File: config.mk
export PLATFORM = sky130hd
export DESIGN_NAME = exp_driver
export DESIGN_NICKNAME = d
export VERILOG_FILES = /design/src/rtl/exp_driver.sv
export SDC_FILE = /design/constraint.sdc
export NUM_CORES = 1
export LEC_CHECK = 0
export ABC_AREA = 1
export BUFFER_PORTS_ARGS = -buffer_cell sky130_fd_sc_hd__buf_2
export CORE_ASPECT_RATIO = 1.5
export CORE_MARGIN = 5
export CORE_UTILIZATION = 55
export DETAILED_ROUTE_END_ITERATION = 10
export PLACE_DENSITY = 0.78
export SYNTH_ARGS = -nofsm -noshare
export SYNTH_HDL_FRONTEND = slang
export SYNTH_SLANG_ARGS = --single-unit
File: constraint.sdc
create_clock -name clk -period 2.6 [get_ports clk]
set_input_delay 0 -clock clk [delete_from_list [all_inputs] [get_ports clk]]
set_output_delay 0 -clock clk [all_outputs]
set_load 0.005 [all_outputs]
File: src/rtl/exp_driver.sv
// exp_driver
//   Initiator-side sequencer for the exponential accelerator. Operands
//   arrive on a valid/ready stream and wait in a small FIFO. Each operand is
//   driven onto x with a one-cycle start pulse. The result is captured into a
//   register that is presented on a second valid/ready stream. A watchdog
//   abandons an operation whose done never arrives, so a hung accelerator
//   cannot stall the stream.
//
// Parameters
//   DEPTH    operand FIFO entries (power of two, >= 2)
//   TIMEOUT  maximum cycles spent waiting for done before abort
//
// Ports
//   clk        clock, all logic on the rising edge
//   rst        synchronous active-low reset
//   in_valid   operand available
//   in_data    operand (Q0.16 fraction)
//   in_ready   FIFO not full
//   x          operand to the accelerator, stable from start until next issue
//   start      one-cycle start pulse to the accelerator
//   done       accelerator completion (level, may stay high until next start)
//   intpart    accelerator integer result
//   fracpart   accelerator fractional result
//   out_valid  result register full
//   out_int    captured integer part
//   out_frac   captured fractional part
//   out_ready  consumer accepts the result
//   busy       sequencer not idle
//   err        sticky timeout flag, cleared only by reset
//   ops_done   completed-operation count, wraps 255 -> 0

module exp_driver #(
    parameter int DEPTH   = 4,
    parameter int TIMEOUT = 1023
) (
    input  logic        clk,
    input  logic        rst,
    input  logic        in_valid,
    input  logic [15:0] in_data,
    output logic        in_ready,
    output logic [15:0] x,
    output logic        start,
    input  logic        done,
    input  logic [1:0]  intpart,
    input  logic [15:0] fracpart,
    output logic        out_valid,
    output logic [1:0]  out_int,
    output logic [15:0] out_frac,
    input  logic        out_ready,
    output logic        busy,
    output logic        err,
    output logic [7:0]  ops_done
);

    localparam int AW = $clog2(DEPTH);
    localparam int CW = AW + 1;
    localparam int WW = $clog2(TIMEOUT + 1);

    typedef enum logic [1:0] {
        IDLE,
        START,
        GUARD,
        WAIT
    } state_t;

    state_t         state;
    logic [15:0]    mem [DEPTH];
    logic [AW-1:0]  wr_ptr;
    logic [AW-1:0]  rd_ptr;
    logic [CW-1:0]  count;
    logic [WW-1:0]  wd;
    logic           push;
    logic           pop;
    logic           drain;

    // Issue only when the result register is free or being emptied this
    // edge, so a stalled consumer never has a result overwritten.
    always_comb begin
        in_ready = (count != CW'(DEPTH));
        push     = in_valid && in_ready;
        drain    = out_valid && out_ready;
        pop      = (state == IDLE) && (count != '0) && (!out_valid || out_ready);
    end

    assign busy = (state != IDLE);

    // Operand storage needs no reset; the pointers and count define validity.
    always_ff @(posedge clk) begin
        if (push) begin
            mem[wr_ptr] <= in_data;
        end
    end

    always_ff @(posedge clk) begin
        if (!rst) begin
            wr_ptr <= '0;
            rd_ptr <= '0;
            count  <= '0;
        end else begin
            if (push) begin
                wr_ptr <= wr_ptr + AW'(1);
            end
            if (pop) begin
                rd_ptr <= rd_ptr + AW'(1);
            end
            case ({push, pop})
                2'b10:   count <= count + CW'(1);
                2'b01:   count <= count - CW'(1);
                default: count <= count;
            endcase
        end
    end

    always_ff @(posedge clk) begin
        if (!rst) begin
            state     <= IDLE;
            x         <= '0;
            start     <= 1'b0;
            out_valid <= 1'b0;
            out_int   <= '0;
            out_frac  <= '0;
            err       <= 1'b0;
            ops_done  <= '0;
            wd        <= '0;
        end else begin
            start <= 1'b0;
            // A capture later in this block overrides the drain.
            if (drain) begin
                out_valid <= 1'b0;
            end
            case (state)
                IDLE: begin
                    if (pop) begin
                        x     <= mem[rd_ptr];
                        start <= 1'b1;
                        state <= START;
                    end
                end
                // done may still be high from the previous operation, so it
                // is not looked at until WAIT.
                START: begin
                    state <= GUARD;
                end
                GUARD: begin
                    wd    <= '0;
                    state <= WAIT;
                end
                WAIT: begin
                    if (done) begin
                        out_int   <= intpart;
                        out_frac  <= fracpart;
                        out_valid <= 1'b1;
                        ops_done  <= ops_done + 8'd1;
                        state     <= IDLE;
                    end else if (wd == WW'(TIMEOUT - 1)) begin
                        // TIMEOUT-th WAIT cycle without done: drop the operand.
                        err   <= 1'b1;
                        state <= IDLE;
                    end else begin
                        wd <= wd + WW'(1);
                    end
                end
                default: begin
                    state <= IDLE;
                end
            endcase
        end
    end

endmodule

# --- Yosys cells after proc, flatten, opt, wreduce, memory -nomap -nowiden ---
# Memory sizes are Yosys's and may differ from the RTL's. A register that Yosys moved wholly into a read port is not among the register bits.
# Cells that the tools add are included.
totals:
  reg_bits: 48
  mem_bits_rw: 64
  inputBits: 39
  out_inout_bits: 47
  elab_cells: 62
  n_memories: 1
mem_list:
  columns: ["memory", "depth", "word_bits", "rd", "rd_clocked_by_memory_dff", "wr", "line", "source"]
  rows:
  - ["mem", 4, 16, 1, 1, 1, "67", "logic [15:0] mem [DEPTH];"]
op_classes:
  addsub: 6
  n_eq_ne: 11
  mux: 14
  bitwise_logic: 1
  n_reduce_logical: 18
op_table:
  columns: ["cell", "n"]
  rows:
  - ["10-bit 2-to-1 mux", 2]
  - ["10-bit case mux with 2 select lines", 1]
  - ["10-bit by 1-bit adder with 10-bit output (second input constant)", 1]
  - ["10-bit == test (second input constant)", 1]
  - ["8-bit by 1-bit adder with 8-bit output (second input constant)", 1]
  - ["2-bit case mux with 4 select lines", 1]
  - ["2-bit AND reduction", 4]
  - ["2-bit == test (second input constant)", 3]
  - ["1-bit 2-to-1 mux", 6]
  - ["2-bit 2-to-1 mux", 3]
  - ["2-bit != test (second input constant)", 3]
  - ["3-bit != test (second input constant)", 2]
  - ["3-bit case mux with 2 select lines", 1]
  - ["3-bit AND reduction", 2]
  - ["2-bit nonzero test", 3]
  - ["2-bit by 1-bit adder with 2-bit output (second input constant)", 2]
  - ["2-bit by 1-bit == test with 1-bit output (second input constant)", 2]
  - ["1-bit logical AND", 4]
  - ["3-bit by 1-bit adder with 3-bit output (second input constant)", 1]
  - ["3-bit nonzero test", 1]
  - ["3-bit by 1-bit subtractor with 3-bit output (second input constant)", 1]
  - ["1-bit zero test", 2]
  - ["2-bit zero test", 1]
  - ["1-bit logical OR", 1]
  - ["1-bit NOT", 1]

# --- Logic depth before layout (Yosys ltp) ---
# Gate-level depths: netlist (run 1).
logic_depth:
  word_depth: 5
  depth_mapped: 12
  depth_no_buf: 11

# --- Worst setup path after synthesis (run 1) ---
# OpenSTA, ideal clock, no wires.
synth_timing:
  kind: "register to register"
  startpoint: "register state[0]"
  endpoint: "register count[2]"
  setup_time_ns: 0.122
  t_arrival_ns: 1.942
  required_time_ns: 2.478
  setup_slack_ns: 0.536
  stages_incl_launch_ff: 13
  n_path_buf: 1
  period_less_slack_ns: 2.064
  cell_sequence: "dfxtp_1 inv_1 ha_1 nand3_1 inv_1 buf_2 ha_1 inv_1 fa_1 a21oi_1 o21ai_0 o21ai_0 a21oi_1"
synth_between:
  elab_chain_cells: 5
  elab_cells_between_ends: 7
  classes_between: "eq/ne (2); mux (1); reduce/logical (4)"
synth_lines:
  columns: ["element", "line", "source"]
  rows:
  - ["start, declared", "66", "state_t state;"]
  - ["start signal, assigned", "116", "state <= IDLE;"]
  - ["start signal, assigned", "136", "state <= START;"]
  - ["start signal, assigned", "142", "state <= GUARD;"]
  - ["2-bit zero test (*)", "82", "pop = (state == IDLE) && (count != '0) && (!out_valid || out_ready);"]
  - ["1-bit logical AND (*) (2 in a row)", "82", null]
  - ["named net pop", "73", "logic pop;"]
  - ["2-bit by 1-bit == test with 1-bit output / 2-bit == test (equally long branches)", "106", "case ({push, pop})"]
  - ["3-bit case mux with 2 select lines / 2-bit nonzero test (equally long branches)", null, null]
  - ["end signal, assigned", "107", "2'b10: count <= count + CW'(1);"]
  - ["end signal, assigned", "108", "2'b01: count <= count - CW'(1);"]
  - ["end signal, assigned", "109", "default: count <= count;"]
  - ["end, declared", "70", "logic [CW-1:0] count;"]
# The timed path passes the listed nets; every way through them passes the cells marked *.
# A chain may end at the register's enable or synchronous reset.

# --- Worst setup path after layout (run 1) ---
layout_timing:
  startpoint: "register state[0]"
  endpoint: "register count[2]"
layout_between:
  elab_chain_cells: 5
  elab_cells_between_ends: 7
  classes_between: "eq/ne (2); mux (1); reduce/logical (4)"
layout_lines:
  columns: ["element", "line"]
  rows:
  - ["2-bit zero test (*)", "82"]
  - ["1-bit logical AND (*) (2 in a row)", "82"]
  - ["2-bit by 1-bit == test with 1-bit output / 2-bit == test (equally long branches)", "106"]
  - ["3-bit case mux with 2 select lines / 2-bit nonzero test (equally long branches)", null]
# Every way passes the cells marked *; elsewhere a longest branch is shown, timed or not.

==> results of run 1 <==
per-layer routing:
layer / up-vias / part of all wire (%) / track usage (%)
li1: 2052 / - / -
met1: 1897 / 38 / 22.1
met2: 139 / 53 / 36.1
met3: 21 / 7.0 / 5.79
met4: 0 / 2.2 / 8.63
met5: - / 0 / 0
state kept, by name, indices dropped and copies added (netlist names):
signal and count:
count 3, out_valid 1, ops_done 8, x 16
mem 64, err 1, out_int 2, wd 10
start 1, wr_ptr 2, out_frac 16, rd_ptr 2
state 2
worst min-delay path by stage:
| stage | from | end | slack (ps) | cells past startpoint |
|---|---|---|---|---|
| 2_1_floorplan | in_data[0] | mem[0][0] | 100 | 0 |
| 3_3_place_gp | in_data[12] | mem[0][12] | 210 | 1 |
| 3_5_place_dp | in_data[2] | mem[1][2] | 210 | 1 |
| 4_1_cts | rst | out_frac[4] | 40 | 3 |
| 5_1_grt | rst | out_frac[4] | 80 | 3 |
| 6_report | rst | out_frac[11] | 50 | 3 |
worst max-delay path: stages, from the launching register on:
cell	delay (ps)
dfxtp_1	330
inv_1	100
ha_1	210
nand3_1	110
inv_1	80
ha_1	140
inv_1	70
fa_1	380
a21oi_1	140
o21ai_0	110
o21ai_0	160
a21oi_1	60
Yosys cell counts, drive strengths merged, types with 2 or more instances:
library cell and instances:
inv 40, edfxtp 64, buf 10, nor2 132, ha 12, o22ai 16, nor3 5, nand4 2
a21oi 25, clkbuf 12, o21ai 78, nand2 50, nand3 15, dfxtp 64
cell type report:
cell class	instances	area, µm²	area share [%]
clock buffer	17	425	6.43
clock inverter	15	149	2.25
inverter	40	150	2.27
multi-input combinational	343	1680	25.4
sequential	128	3200	48.4
tap	112	140	2.12
timing repair buffer	132	868	13.1
report_power, final:
part           internal, mW  switching (mW)
Combinational         0.534           0.930
Sequential             2.39           0.108
Clock                  1.34           0.922
Total                  4.27            1.96
what timing repair did:
action	CTS	global route
hold endpoints to repair	84	0
hold buffers	36	0
buffers inserted	0	0
setup endpoints to repair	0	0
through the flow:
stage                     cell area (µm²)  power, mW
after global placement               5680       3.91
after CTS                            6620       6.27
after global routing                 6620       6.58
final                                6620       6.23
after floorplan                      5130       3.49
after detailed placement             5680       3.97
logic make-up after synthesis:
logic type / Yosys count / share of synthesized area [%]
compound gates: 122 / 12.5
xor+xnor: 1 / 0.171
flops: 128 / 62.4
buf+inv: 62 / 4.87
fa+ha+maj: 13 / 3.31
simple gates: 207 / 16.8
==> impl_metrics.csv, run 1 <==
group,metric,value,unit
logic_synthesis,syn_inst,533,
global_routing,grt_max_degree,34,
detailed_routing,ant_nets,0,
logic_synthesis,syn_area,5130,µm²
detailed_routing,vias,4109,
floorplan,dieArea,11400,µm²
clock_tree,clock-root-buffer,"clkbuf_16",
power,ir_worst_vdd,0.675,mV
logic_synthesis,ys.flop_type,"edfxtp_1",
floorplan,rows,43,
worst_setup_path,critPathCapture,"count[2]",
floorplan,die_x,88.9,µm
global_routing,grt_pass1_wl,17.6,mm
global_routing,grt_usage,20.3,%
worst_setup_path,required,2900,ps
timing,slew_violations,0,
power,powerDensity,941,nW/µm²
worst_setup_path,timing.rr.start,"state[0]",
timing,max_freq,499,MHz
logic_synthesis,ys_ff_latch,128,
timing,finClkSkew,4.22,ps
timing,post-route-period-util,77.1,%
placement,detailed_place_hpwl,7.02,mm
timing,setup_ws,596,ps
logic_synthesis,synth_cell_type_count,30,
timing,hold_slack,54.8,ps
logic_synthesis,ys_top_cells_by_area,"edfxtp_1 (37%), dfxtp_1 (25%), nor2_1 (9.4%)",
placement,pre_cts_slack,617,ps
logic_synthesis,syn_nets,585,
final_layout,antenna_cells,0,
worst_setup_path,path_class,"flip-flop to flip-flop",
final_layout,mostFrequentLayoutCells,"nor2_1 (129), buf_2 (85), o21ai_0 (78)",
placement,place_congestion,0.804,
detailed_routing,wirelength,11.0,mm
floorplan,die_h,128,µm
detailed_routing,via_per_inst,5.22,
timing,tightest_slew,940,ps
floorplan,io_pins,86,
timing,tns,0,ps
timing,rsz0062_at_grt,"false",
job,maxCapViolCount,0,
floorplan,start_util,55.8,%
detailed_routing,wl_per_cell,14.0,µm
worst_setup_path,worstSetupStartpointType,"flip-flop",
placement,dp_cells,719,
final_layout,mostFrequentLayoutCell,"nor2_1",
worst_setup_path,crit_start,"state[0]",
final_layout,nFillCells,656,
logic_synthesis,yosysWarnings,0,
min_path,hold_class,"input port to flip-flop",
clock_tree,ctsResizeCount,0,
logic_synthesis,avgSynthCellArea,9.63,µm²
worst_setup_path,r2r_end,"count[2]",
placement,portBuffers,85,
final_layout,area_growth,28.9,%
logic_synthesis,async_flop_share,0,%
run_status,status,"completed",
final_layout,drive_above_1_share,20.7,%
power,p_leak,2.68,nW
detailed_routing,drc,0,
global_routing,gr-total-overflow,0,
global_routing,grt_pass1_vias,3899,
clock_tree,path_clk_slew,60,ps
final_layout,final_cells,787,
clock_tree,clk_latency,410,ps
worst_setup_path,cp_max_fo,3,
final_layout,final_nets,714,
logic_synthesis,synth-edff-count,64,
floorplan,placeableCoreArea,9200,µm²
logic_synthesis,synth_top_area_cell,"edfxtp_1",
timing,min_period,2000,ps
worst_setup_path,r2r_cells,11,
timing,finalHoldViolCount,0,
clock_tree,htree_levels,4,
final_layout,final_core_util,71.9,%
detailed_routing,firstDrtPassIters,5,
clock_tree,cts.sinks,128,
clock_tree,cts.path.max_buffers,2,
worst_setup_path,rrSetupSlack,600,ps
detailed_routing,drt_iter0_markers,192,
worst_setup_path,endpoint_kind,"flip-flop",
timing,slew_headroom,37.2,%
global_routing,antenna_found_initial,0,
timing,finalSetupViolCount,0,
clock_tree,cts_tree,"done",
logic_synthesis,seq_area_frac_synth,62.4,%
logic_synthesis,yosys.area.top_type_share,37.4,%
clock_tree,cts_buffers,17,
worst_setup_path,crit_arrival,2300,ps
Note: power is estimated with default switching activity, not from simulation.
==> run 2: changes to the inputs <==
--- a/config.mk
+++ b/config.mk
@@ -9,9 +9,9 @@
 export BUFFER_PORTS_ARGS = -buffer_cell sky130_fd_sc_hd__buf_2
 export CORE_ASPECT_RATIO = 1.5
 export CORE_MARGIN = 5
-export CORE_UTILIZATION = 55
+export CORE_UTILIZATION = 50
 export DETAILED_ROUTE_END_ITERATION = 10
-export PLACE_DENSITY = 0.78
+export PLACE_DENSITY = 0.75
 export SYNTH_ARGS = -nofsm -noshare
 export SYNTH_HDL_FRONTEND = slang
 export SYNTH_SLANG_ARGS = --single-unit
==> constraint.sdc (replaced) <==
create_clock -name clk -period 1.64 [get_ports clk]
set_input_delay 0 -clock clk [delete_from_list [all_inputs] [get_ports clk]]
set_output_delay 0 -clock clk [all_outputs]
set_load 0.005 [all_outputs]
==> run 2 against run 1 <==
  * The flow now finishes with violations (setup timing)
  * Die area grew 9.0%
  * Clock power grew 51%
  * Sequential cell count is the same
  * Critical endpoint unchanged
  * Global-route usage shrank 0.18 points
  * Maximum frequency grew 19%
  * Highest routed layer unchanged
  * Clock skew grew 5.0 ps
  * Cell count grew 3.3%
  * Critical path depth is the same
==> impl_metrics.csv, run 2 (synthesis gave the netlist of run 1 again) <==
group,metric,value,unit
power,power_frac_comb,27.2,%
final_layout,final_nets,735,
power,p_leak,2.80,nW
final_layout,reg_top3,"mem (64), out_frac (16), x (16)",
placement,place_congestion,0.845,
worst_setup_path,required,1930,ps
final_layout,top_register,"mem",
min_path,whs_path_depth,4,
final_layout,mostFrequentLayoutCell,"nor2_1",
timing,slew_headroom,75.1,%
detailed_routing,drc,0,
placement,placed_cell_area,5900,µm²
clock_tree,cts_tree,"done",
timing,rsz0062_at_grt,"true",
worst_setup_path,timing.rr.start,"state[1]",
timing,finalHoldViolCount,0,
timing,max_freq,594,MHz
detailed_routing,vias,4243,
worst_setup_path,worstSetupStartpointType,"flip-flop",
power,pwr-share-seq,39.1,%
worst_setup_path,crit_arrival,1980,ps
power,power,10.1,mW
worst_setup_path,endpoint_kind,"flip-flop",
global_routing,grt_usage,20.2,%
final_layout,design_area,6880,µm²
detailed_routing,wl_per_cell,14.7,µm
clock_tree,htree_levels,4,
clock_tree,cts_buffers,17,
global_routing,grt_pass1_wl,19.6,mm
clock_tree,path_clk_slew,50,ps
final_layout,drive_above_1_share,25.3,%
timing,min_period,1680,ps
power,p_int,6.99,mW
power,ir_worst_vdd,1.24,mV
timing,finalSetupViolCount,1,
placement,detailed_place_hpwl,7.61,mm
min_path,hold_class,"input port to flip-flop",
floorplan,start_util,50.9,%
run_status,violations,"setup timing",
final_layout,area_growth,34.0,%
worst_setup_path,cp_max_fo,2,
placement,portBuffers,85,
floorplan,placeableCoreArea,10100,µm²
final_layout,final_core_util,68.3,%
floorplan,die_h,134,µm
worst_setup_path,path_class,"flip-flop to flip-flop",
floorplan,die_x,92.7,µm
power,switching_share,31.1,%
detailed_routing,wirelength,11.9,mm
clock_tree,clk_latency,410,ps
global_routing,grt_max_degree,34,
final_layout,largest_reg_flops,64,
power,switchingPower,3.15,mW
clock_tree,clock-root-buffer,"clkbuf_16",
run_status,status,"finished with violations",
clock_tree,cts.sinks,128,
final_layout,mostFrequentLayoutCells,"nor2_1 (129), buf_2 (85), o21ai_0 (76)",
timing,finClkSkew,9.25,ps
timing,setup_ws,-42.7,ps
power,pwr-share-clk,33.7,%
global_routing,antenna_found_initial,0,
worst_setup_path,crit_start,"state[1]",
detailed_routing,firstDrtPassIters,4,
final_layout,antenna_cells,0,
detailed_routing,drt_iter0_markers,193,
global_routing,gr-total-overflow,0,
floorplan,dieArea,12400,µm²
detailed_routing,via_per_inst,5.22,
timing,tightest_slew,370,ps
floorplan,io_pins,86,
timing,slew_violations,0,
floorplan,rows,45,
power,powerDensity,1470,nW/µm²
clock_tree,cts.path.max_buffers,2,
job,maxCapViolCount,0,
global_routing,grt_pass1_vias,4282,
final_layout,final-seq-area,3200,µm²
timing,post-route-period-util,103,%
worst_setup_path,r2r_cells,11,
timing,tns,-42.7,ps
detailed_routing,ant_nets,0,
min_path,holdCritStartpoint,"in_valid",
final_layout,multi_input_area,1750,µm²
final_layout,nFillCells,745,
run 2: cell count changes in the layout (fill, tap and decap cells not counted), moves of 3 or more:
cell	previous run	this run
ha_1	12	9
inv_6	7	1
buf_12	0	4
inv_1	38	33
buf_4	11	27
clkinv_2	0	5
inv_2	2	6
run 2: worst paths after layout:
kind,end,slack (ps)
max,count[2],-40
min reg2reg,out_frac[7],480
max reg2reg,count[2],-40
min,wr_ptr[1],60
run 2: metrics by stage:
step | hold slack (ps) | worst slack [ps] | cells
global route | 78.3 | -127 | 813
finish | 59.0 | -42.7 | 813
global placement | 212 | -10.9 | 741
detailed placement | 218 | -85.4 | 741
CTS | 47.4 | -50.3 | 811
floorplan | 98.9 | -181 | 533
run 2: repair_timing:
item,4_1_cts,5_1_grt
setup endpoints to repair,1,4
gates resized for setup,4,7
setup buffers,1,2
endpoints found under the hold margin,92,0
hold buffers,37,0
pin swaps,1,0
run 2: worst max-delay path, cell delays in order (launching register included):
cell     delay [ps]
dfxtp_2         320
inv_2            80
ha_4            150
nand3_4          70
inv_4            70
ha_4            110
inv_2            40
fa_2            370
a21oi_2         140
o21ai_2          70
o21ai_1         110
a21oi_1          50
run 2: final cells by class:
type	instances	share of cell area, %
Inverter	40	2.22
Tap cell	117	2.13
Clock inverter	14	1.73
Clock buffer	18	6.24
Sequential cell	128	46.6
Multi-Input combinational cell	343	25.4
Timing Repair Buffer	153	15.7
run 2: routing by layer:
metal	wire length [µm]	GRT usage, %
met2	6460	37.5
met1	4570	21.1
met4	218	7.42
met3	699	6.06
met5	0	0
run 2: power by group through the flow:
stage	combinational (mW)	clock (mW)	sequential, mW
3_3_place_gp	2.46	0	4.00
4_1_cts	2.68	3.48	3.96
2_1_floorplan	1.57	0	4.05
6_report	2.76	3.42	3.96
3_5_place_dp	2.55	0	4.03
5_1_grt	3.11	3.65	4.00
